[src/rtl/stream_pkg.sv]
// Shared definitions for the stream transmit path: default beat geometry,
// counter widths, the beat payload struct and the packet FSM state type.
package stream_pkg;

  localparam int unsigned WIDTH_DEF  = 256;
  localparam int unsigned KEEP_W_DEF = WIDTH_DEF / 8;
  localparam int unsigned LEN_W      = 16;
  localparam int unsigned CNT_W      = 32;
  localparam int unsigned ERR_W      = 16;
  localparam int unsigned OCC_W      = 2;

  typedef struct packed {
    logic [WIDTH_DEF-1:0]  data;
    logic [KEEP_W_DEF-1:0] keep;
    logic                  last;
  } beat_t;

  typedef enum logic [0:0] {
    IDLE   = 1'b0,
    IN_PKT = 1'b1
  } tx_state_t;

endpackage

[src/rtl/keep_check.sv]
// Combinational byte-enable analysis.
// Ports:
//   keep   - byte-enable vector of the current output beat
//   count  - number of set bits in keep
//   contig - keep is non-zero and its set bits run contiguously from bit 0
module keep_check
  import stream_pkg::*;
#(
  parameter int unsigned KEEP_W = KEEP_W_DEF
) (
  input  logic [KEEP_W-1:0] keep,
  output logic [LEN_W-1:0]  count,
  output logic              contig
);

  // Population count
  always_comb begin
    count = '0;
    for (int unsigned i = 0; i < KEEP_W; i++) begin
      count = count + LEN_W'(keep[i]);
    end
  end

  // A 0..01..1 pattern plus one has no bit in common with itself
  assign contig = (keep != '0) && ((keep & (keep + KEEP_W'(1))) == '0);

endmodule

[src/rtl/stream_tx.sv]
// Transmit stage: pops beats from a first-word-fall-through FIFO into a
// two-entry skid buffer and presents them as an AXI-Stream master, while
// tracking packet length, packet count and byte-enable errors.
// Ports:
//   clk, rst                       - clock, async active-high reset
//   fifo_rd_en / fifo_rd_*         - FIFO pop request and head beat
//   fifo_empty                     - FIFO empty flag
//   m_tvalid/m_tready/m_t*         - AXI-Stream master
//   in_pkt                         - a packet has started but not ended
//   pkt_len, len_valid             - byte length of last packet + update pulse
//   pkt_count                      - completed packets (wrapping)
//   err_keep, err_count            - keep error pulse + saturating count
module stream_tx
  import stream_pkg::*;
#(
  parameter int unsigned WIDTH  = WIDTH_DEF,
  parameter int unsigned KEEP_W = WIDTH / 8
) (
  input  logic              clk,
  input  logic              rst,
  output logic              fifo_rd_en,
  input  logic [WIDTH-1:0]  fifo_rd_data,
  input  logic [KEEP_W-1:0] fifo_rd_keep,
  input  logic              fifo_rd_last,
  input  logic              fifo_empty,
  output logic              m_tvalid,
  input  logic              m_tready,
  output logic [WIDTH-1:0]  m_tdata,
  output logic [KEEP_W-1:0] m_tkeep,
  output logic              m_tlast,
  output logic              in_pkt,
  output logic [LEN_W-1:0]  pkt_len,
  output logic              len_valid,
  output logic [CNT_W-1:0]  pkt_count,
  output logic              err_keep,
  output logic [ERR_W-1:0]  err_count
);

  localparam logic [OCC_W-1:0] OCC_EMPTY = OCC_W'(0);
  localparam logic [OCC_W-1:0] OCC_FULL  = OCC_W'(2);
  localparam logic [LEN_W-1:0] LEN_MAX   = '1;
  localparam logic [ERR_W-1:0] ERR_MAX   = '1;

  logic [OCC_W-1:0]  occ;
  logic [WIDTH-1:0]  s0_data, s1_data;
  logic [KEEP_W-1:0] s0_keep, s1_keep;
  logic              s0_last, s1_last;
  logic              pop_c, hs_c;
  tx_state_t         state, state_nxt;
  logic [LEN_W-1:0]  acc, kc_count, acc_sat_c;
  logic [LEN_W:0]    acc_sum_c;
  logic              kc_contig, keep_err_c;

  // Pop depends only on registered occupancy and the FIFO flag; never on m_tready
  assign pop_c      = !rst && !fifo_empty && (occ != OCC_FULL);
  assign fifo_rd_en = pop_c;
  assign m_tvalid   = (occ != OCC_EMPTY);
  assign hs_c       = m_tvalid && m_tready;
  assign m_tdata    = s0_data;
  assign m_tkeep    = s0_keep;
  assign m_tlast    = s0_last;

  // Skid buffer: slot0 drives the bus, slot1 absorbs the in-flight pop
  always_ff @(posedge clk or posedge rst) begin
    if (rst) begin
      occ     <= OCC_EMPTY;
      s0_data <= '0;
      s0_keep <= '0;
      s0_last <= 1'b0;
      s1_data <= '0;
      s1_keep <= '0;
      s1_last <= 1'b0;
    end else if (pop_c && hs_c) begin
      // A pop never coincides with a full buffer, so slot0 takes the popped word
      s0_data <= fifo_rd_data;
      s0_keep <= fifo_rd_keep;
      s0_last <= fifo_rd_last;
    end else if (hs_c) begin
      s0_data <= s1_data;
      s0_keep <= s1_keep;
      s0_last <= s1_last;
      occ     <= occ - OCC_W'(1);
    end else if (pop_c) begin
      if (occ == OCC_EMPTY) begin
        s0_data <= fifo_rd_data;
        s0_keep <= fifo_rd_keep;
        s0_last <= fifo_rd_last;
      end else begin
        s1_data <= fifo_rd_data;
        s1_keep <= fifo_rd_keep;
        s1_last <= fifo_rd_last;
      end
      occ <= occ + OCC_W'(1);
    end
  end

  keep_check #(.KEEP_W(KEEP_W)) u_keep_check (
    .keep   (s0_keep),
    .count  (kc_count),
    .contig (kc_contig)
  );

  assign acc_sum_c  = {1'b0, acc} + {1'b0, kc_count};
  assign acc_sat_c  = acc_sum_c[LEN_W] ? LEN_MAX : acc_sum_c[LEN_W-1:0];
  assign keep_err_c = s0_last ? !kc_contig : (s0_keep != '1);

  // Length accumulation, packet count and keep-error statistics
  always_ff @(posedge clk or posedge rst) begin
    if (rst) begin
      acc       <= '0;
      pkt_len   <= '0;
      len_valid <= 1'b0;
      pkt_count <= '0;
      err_keep  <= 1'b0;
      err_count <= '0;
    end else begin
      len_valid <= hs_c && s0_last;
      err_keep  <= hs_c && keep_err_c;
      if (hs_c) begin
        if (s0_last) begin
          pkt_len   <= acc_sat_c;
          pkt_count <= pkt_count + CNT_W'(1);
          acc       <= '0;
        end else begin
          acc <= acc_sat_c;
        end
        if (keep_err_c && (err_count != ERR_MAX)) begin
          err_count <= err_count + ERR_W'(1);
        end
      end
    end
  end

  // Packet FSM state register
  always_ff @(posedge clk or posedge rst) begin
    if (rst) begin
      state <= IDLE;
    end else begin
      state <= state_nxt;
    end
  end

  // Packet FSM next state
  always_comb begin
    state_nxt = state;
    if (hs_c) begin
      state_nxt = s0_last ? IDLE : IN_PKT;
    end
  end

  assign in_pkt = (state == IN_PKT);

endmodule
[config.mk]
export PLATFORM = sky130hd
export DESIGN_NAME = stream_tx
export DESIGN_NICKNAME = d
export VERILOG_FILES = /design/src/rtl/stream_pkg.sv /design/src/rtl/keep_check.sv /design/src/rtl/stream_tx.sv
export SDC_FILE = /design/constraint.sdc
export NUM_CORES = 1
export LEC_CHECK = 0
export ABC_AREA = 1
export CORE_AREA = 2 2 255 257
export CTS_CLUSTER_SIZE = 24
export DETAILED_ROUTE_END_ITERATION = 7
export DIE_AREA = 0 0 257 259
export DONT_BUFFER_PORTS = 1
export GPL_TIMING_DRIVEN = 1
export SYNTH_ARGS = -nofsm -noshare
export SYNTH_HDL_FRONTEND = slang
export SYNTH_SLANG_ARGS = --single-unit
[constraint.sdc]
create_clock -name clk -period 25.3 [get_ports clk]
set_input_delay 2.53 -clock clk [delete_from_list [all_inputs] [get_ports clk]]
set_output_delay 2.53 -clock clk [all_outputs]
set_load 0.005 [all_outputs]
==> key figures, run 1 <==
Route
  – Antenna Nets Post-Route: 0
  – Post-DR vias/cell: ~5.6
  – Total via count in the routed design: around 23,000
  – Starting DRT DRC Count: 2,232
  – Final wirelength: 89,100 µm
  – # DRC: 0
  – Routed length per instance: ~21 µm
  – Detailed Routing Iterations Pass 1: 5

Floorplanning
  – Area of the core: 63,900 µm²
  – Die height: 259 µm
  – Ports: 651
  – Die X-Extent: 257 µm
  – Full die area: ~67,000 µm²
  – Starting Density: 0.467
  – Standard-cell rows: 93

Global route
  – First-pass GRT wire length: approximately 140,000 µm
  – Largest net degree at the start of global routing: 237
  – GRT Overall Usage: 0.262
  – Vias in the first global route: 23,300
  – Initial antenna violation count: 15
  – Total congestion overflow: 0

Job
  – Number of max-cap violations: 0

Finish
  – Commonest non-fill, non-tap cells in the layout: dfrtp_1, nand2_1, inv_1
  – Layout cells sized above 1: 0.0507
  – Seq. cell area: 16,600 µm²
  – Commonest non-fill, non-tap cell in the layout: dfrtp_1
  – Fin cells: 4,160
  – Cell area after layout: 32,600 µm²
  – Nets: 3,581
  – Fillers: 5,906
  – Area growth from synthesis to layout: 9.52%
  – Multi-input gate area: 10,800 µm²

Placed design
  – Post-DP HPWL: 59,200 µm
  – Number of port buffers: 0
  – Placed Instance Area: 30,300 µm²
  – Dpl cells: 4,022
  – Global placement routability congestion: 0.902

Synth
  – Post-synthesis instance total: 3,351
  – Syn Std Cell Area: 29,800 µm²
  – Syn nets: 3,689
  – Predominant post-synthesis flop cell: dfrtp_1
  – Unique masters post-synth: 37
  – Asr flop ratio synth: 1.00
  – Number of synthesized flops with an enable pin: 0
  – Post-Syn Area per Cell: 8.89 µm²
  – Sequential area share after synthesis: 0.557
  – Yosys warns: 0
  – Post-synthesis register bit count: approximately 660

Setup path
  – CP Data Required Time: between 20 and 30 ns
  – Crit path kind: flip-flop to flip-flop
  – Nature of the critical path endpoint: flip-flop
  – Buf+Inv Stages, Crit Path: 3
  – Most used cell, CP: fa_1
  – Crit path launch type: flip-flop
  – Reg2reg start: m_tkeep[0]$_DFFE_PP0P_
  – Crit-path max FO: 15
  – Largest delay share family, worst path: adder cells
  – R2R setup slack: 18.11 ns
  – WP data arrival: just under 8 ns
  – Worst reg2reg endpoint: acc[9]$_DFFE_PP0P_
  – Reg2Reg Depth: 25
  – Crit-path slowest cell: nand4_1
  – Critical Path Max Stage Delay: 0.61 ns

Timing
  – Min Clock Period, post-route: 7.19 ns
  – Total negative slack: 0 ns
  – Slew HR: 0.215
  – Endpoints failing hold: 0
  – Setup violators final: 0
  – Final critical-path share of the clock period: 0.284
  – Final Max Tran Viols: 0
  – Worst Tran Pin Value: 1.17 ns
  – Fmax: 139 MHz
  – Clock Skew: 0.0213 ns
  – RSZ-0062 raised after global routing: no

Clock tree
  – CTS tree: yes
  – Htree depth: 3
  – Total CTS buffers: 74
  – Worst-path clk slew: approximately 0.060 ns
  – Hold_buf cts: 0
  – Worst-skew pair later-pin latency: 0.61 ns
  – Total clock sinks: 663
  – Post-CTS setup repair buffer count: 0
  – Root buf cell: clkbuf_16
  – Clock buffer depth: 3
  – CTS resizes: 0

Hold path
  – Hold Path Stages: 2
  – Hold Crit Class: flip-flop to flip-flop
  – Min-delay src: s1_keep[25]$_DFFE_PP0P_
  – Hold path endpoint: s1_keep[25]$_DFFE_PP0P_

Status
  – Status: completed
## logic make-up after synthesis
group                    share of synthesized area
XOR/XNOR                                    0.0153
AND/OR/NAND/NOR                              0.194
buffers and inverters                       0.0804
adder cells (fa/ha/maj)                     0.0252
flip-flops                                   0.557
AO/OA/AOI/OAI                                0.128
## state kept, by name, summed over array words and instances (netlist names)
signal and count:
acc 16, err_count 16, err_keep 1, in_pkt 1, len_valid 1, m_tdata 256
m_tkeep 32, m_tlast 1, occ 2, pkt_count 32, pkt_len 16, s1_data 256
s1_keep 32, s1_last 1
## worst reg2reg max path, cell delays in order (launching register included)
cell	delay (ns)
dfrtp_1	0.47
inv_1	0.13
ha_1	0.32
inv_1	0.07
fa_1	0.43
fa_1	0.51
fa_1	0.55
fa_1	0.44
fa_1	0.53
fa_1	0.43
fa_1	0.41
fa_1	0.42
xnor2_1	0.15
ha_1	0.33
nand2_1	0.07
inv_1	0.07
nand2_1	0.05
nand2_1	0.10
nand2_1	0.06
nand2_1	0.06
a21oi_1	0.11
nor2_1	0.25
nand4_1	0.61
nand3_1	0.34
nand2_1	0.08
o21ai_0	0.12
## per-layer routing
layer / part of all wire / track usage / vias up
met5: 0.00068 / 0 / -
met4: 0.039 / 0.107 / 10
met2: 0.48 / 0.419 / 823
met1: 0.40 / 0.328 / 11500
met3: 0.085 / 0.0901 / 194
li1: - / - / 10800
## synth_stat cells, types with 2 or more instances
library cell,count,area [µm²]
a211oi_1,289,2170
a21oi_1,9,45.0
buf_1,6,22.5
buf_2,70,350
clkbuf_1,126,473
dfrtp_1,663,16600
fa_1,25,500
ha_1,20,250
inv_1,405,1520
inv_2,5,18.8
nand2_1,572,2150
nand2_2,7,43.8
nand3_1,46,230
nand3_2,2,20.0
nand3b_1,2,15.0
nand4_1,28,175
nor2_1,370,1390
nor2_2,4,25.0
nor2_4,6,67.6
nor3_1,312,1560
nor3_2,2,20.0
nor4_1,3,18.8
o21ai_0,308,1540
o21ai_1,8,40.0
xnor2_1,20,175
xor2_1,32,280
## metrics by stage
stage | hold WS, ns | util | setup slack, ns
after floorplan | 0.454 | - | 4.19
after global placement | 0.466 | 0.474 | 18.23
after detailed placement | 0.474 | 0.474 | 18.13
after CTS | 0.488 | 0.511 | 18.11
after global routing | 0.503 | 0.511 | 17.62
final | 0.480 | 0.511 | 18.11
## how the worst max path moves through the flow
stage	depth (start not counted)	from	endpoint
finish	25	m_tkeep[0]$_DFFE_PP0P_	acc[9]$_DFFE_PP0P_
global route	28	m_tkeep[0]$_DFFE_PP0P_	acc[7]$_DFFE_PP0P_
CTS	25	m_tkeep[0]$_DFFE_PP0P_	acc[9]$_DFFE_PP0P_
detailed placement	25	m_tkeep[0]$_DFFE_PP0P_	acc[9]$_DFFE_PP0P_
global placement	25	m_tkeep[0]$_DFFE_PP0P_	acc[11]$_DFFE_PP0P_
floorplan	1	rst	acc[0]$_DFFE_PP0P_
## layout make-up
cell class | count | share of cell area
Sequential cell | 663 | 0.508
Multi-Input combinational cell | 2075 | 0.332
Clock buffer | 103 | 0.0641
Inverter | 410 | 0.0478
Tap cell | 855 | 0.0328
Clock inverter | 25 | 0.00836
Timing Repair Buffer | 19 | 0.00552
Antenna cell | 10 | 0.000767
Power of run 1 is not shown: default switching activity piles up to over one toggle a cycle in this logic, so the estimate is an artifact.
==> run 2: changes to the inputs <==
==> constraint.sdc (replaced) <==
create_clock -name clk -period 7 [get_ports clk]
set_input_delay 0.7 -clock clk [delete_from_list [all_inputs] [get_ports clk]]
set_output_delay 0.7 -clock clk [all_outputs]
set_load 0.005 [all_outputs]
==> run 2 against run 1 <==
Compared with the run above:
- final cell count grew 0.75%
- register-to-register slack got worse by 18 ns
- first-iteration DRC count is 13% lower
- clock-buffer cell count up 14
==> key figures, run 2 (synthesis results as in run 1) <==
Global route
  – First-pass GRT wire length: 137,000 µm
  – Total congestion overflow: 0
  – Met2 usage: 0.418
  – Largest net degree at the start of global routing: 182
  – Initial antenna violation count: 15
  – Met1 Use GR: 0.324
  – Gr busiest metal: met2
  – Met3 Usage GRT: 0.0829
  – Vias in the first global route: around 23,000
  – GRT Overall Usage: 0.260

Timing
  – Min Clock Period, post-route: around 6.6 ns
  – Fmax: 151 MHz
  – Setup violators final: 0
  – Endpoints failing hold: 0
  – Worst Tran Pin Value: 1.30 ns
  – Slew HR: 0.132
  – Clock Skew: about 0.027 ns
  – Final Max Tran Viols: 0
  – Final critical-path share of the clock period: 0.948

Route
  – Post-DR vias/cell: between 5 and 6
  – Routed length per instance: 21.1 µm
  – # DRC: 0
  – Starting DRT DRC Count: 1,951
  – Antenna Nets Post-Route: 0
  – Final wirelength: 88,200 µm
  – Detailed Routing Iterations Pass 1: 6
  – Total via count in the routed design: roughly 23,000

Job
  – Number of max-cap violations: 0

Placed design
  – Post-DP HPWL: 58,900 µm
  – Dpl cells: 4,038
  – Number of port buffers: 0
  – Global placement routability congestion: 0.899

Floorplanning
  – Area of the core: 63,900 µm²
  – Die X-Extent: between 200 and 300 µm
  – Die height: approximately 260 µm
  – Ports: 651
  – Starting Density: 0.467
  – Standard-cell rows: between 90 and 100
  – Full die area: 66,600 µm²

Finish
  – Layout cells sized above 1: 0.0583
  – Nets: 3,604
  – Fin cells: 4,191
  – Commonest non-fill, non-tap cell in the layout: dfrtp_1
  – Commonest non-fill, non-tap cells in the layout: dfrtp_1, nand2_1, inv_1
  – Area growth from synthesis to layout: 10.7%

Setup path
  – R2R setup slack: 0.36 ns
  – Reg2Reg Depth: 26
  – Crit-path max FO: 7
  – CP Data Required Time: ~7.5 ns
  – Nature of the critical path endpoint: flip-flop
  – Crit path launch type: flip-flop
  – Worst reg2reg endpoint: acc[6]$_DFFE_PP0P_
  – Crit path kind: flip-flop to flip-flop
  – Reg2reg start: m_tkeep[0]$_DFFE_PP0P_
  – WP data arrival: 7.10 ns

Clock tree
  – CTS tree: yes
  – Hold_buf cts: 0
  – Htree depth: 3
  – Root buf cell: clkbuf_16
  – Total clock sinks: 663
  – Worst-path clk slew: 0.06 ns
  – Clock buffer depth: 3
  – Total CTS buffers: 75
  – Worst-skew pair later-pin latency: 0.61 ns

Status
  – Status: completed

Hold path
  – Hold Crit Class: input pin to async pin
[run 2: metrics by stage]
stage | utilization | setup slack (ns) | setup TNS (ns) | hold WS, ns | area [µm²]
2_1_floorplan | - | -2.76 | -1832.82 | 0.454 | 29800
3_3_place_gp | 0.477 | 0.304 | 0 | 0.466 | 30500
3_5_place_dp | 0.477 | 0.201 | 0 | 0.474 | 30500
4_1_cts | 0.515 | 0.186 | 0 | 0.0831 | 32900
5_1_grt | 0.517 | -0.00898 | -0.00898 | 0.115 | 33000
6_report | 0.517 | 0.363 | 0 | 0.0973 | 33000
[run 2: per-layer routing]
| metal | share of wire | wire length, µm |
|---|---|---|
| met1 | 0.39 | 34600 |
| met3 | 0.084 | 7400 |
| met4 | 0.040 | 3510 |
| met5 | 0.00091 | 80 |
| met2 | 0.48 | 42600 |
[run 2: layout make-up]
type | instances | area, µm²
antenna | 9 | 22.5
clock buffer | 117 | 2240
clock inverter | 21 | 211
fill | 5839 | 30900
inverter | 410 | 1560
multi-input combinational | 2075 | 10900
sequential | 663 | 16600
tap | 855 | 1070
timing repair buffer | 41 | 434
[run 2: how the worst max path moves through the flow]
| stage | endpoint | from | depth (start not counted) | slack (ns) |
|---|---|---|---|---|
| 2_1_floorplan | acc[0]$_DFFE_PP0P_ | rst | 1 | -2.76 |
| 4_1_cts | acc[6]$_DFFE_PP0P_ | m_tkeep[0]$_DFFE_PP0P_ | 26 | 0.19 |
| 3_5_place_dp | acc[11]$_DFFE_PP0P_ | m_tkeep[0]$_DFFE_PP0P_ | 25 | 0.20 |
| 3_3_place_gp | acc[7]$_DFFE_PP0P_ | m_tkeep[0]$_DFFE_PP0P_ | 24 | 0.30 |
| 5_1_grt | acc[15]$_DFFE_PP0P_ | m_tkeep[0]$_DFFE_PP0P_ | 26 | -0.009 |
| 6_report | acc[6]$_DFFE_PP0P_ | m_tkeep[0]$_DFFE_PP0P_ | 26 | 0.36 |
[run 2: timing repair]
item | 4_1_cts | 5_1_grt
setup endpoints to repair | 0 | 28
endpoints found under the hold margin | 0 | 0
buffers inserted | 0 | 5
resized for setup | 0 | 9
[run 2: worst max-delay path: stages, from the launching register on]
cell and delay, ns:
dfrtp_1 0.37, inv_1 0.11, ha_1 0.24, inv_1 0.07, fa_1 0.44, fa_1 0.49, fa_1 0.55, fa_1 0.44
fa_1 0.54, fa_1 0.44, fa_1 0.43, fa_2 0.54, inv_1 0.07, fa_1 0.41, nand2_1 0.07, inv_1 0.05
nand2_1 0.05, nand2_1 0.08, nand2_1 0.07, nand2_1 0.09, a21oi_4 0.18, nor2_4 0.06, nand4_1 0.26, buf_6 0.18
nand3_1 0.09, nand2_1 0.07, o21ai_0 0.11
Power of run 2 is left out for the same reason.
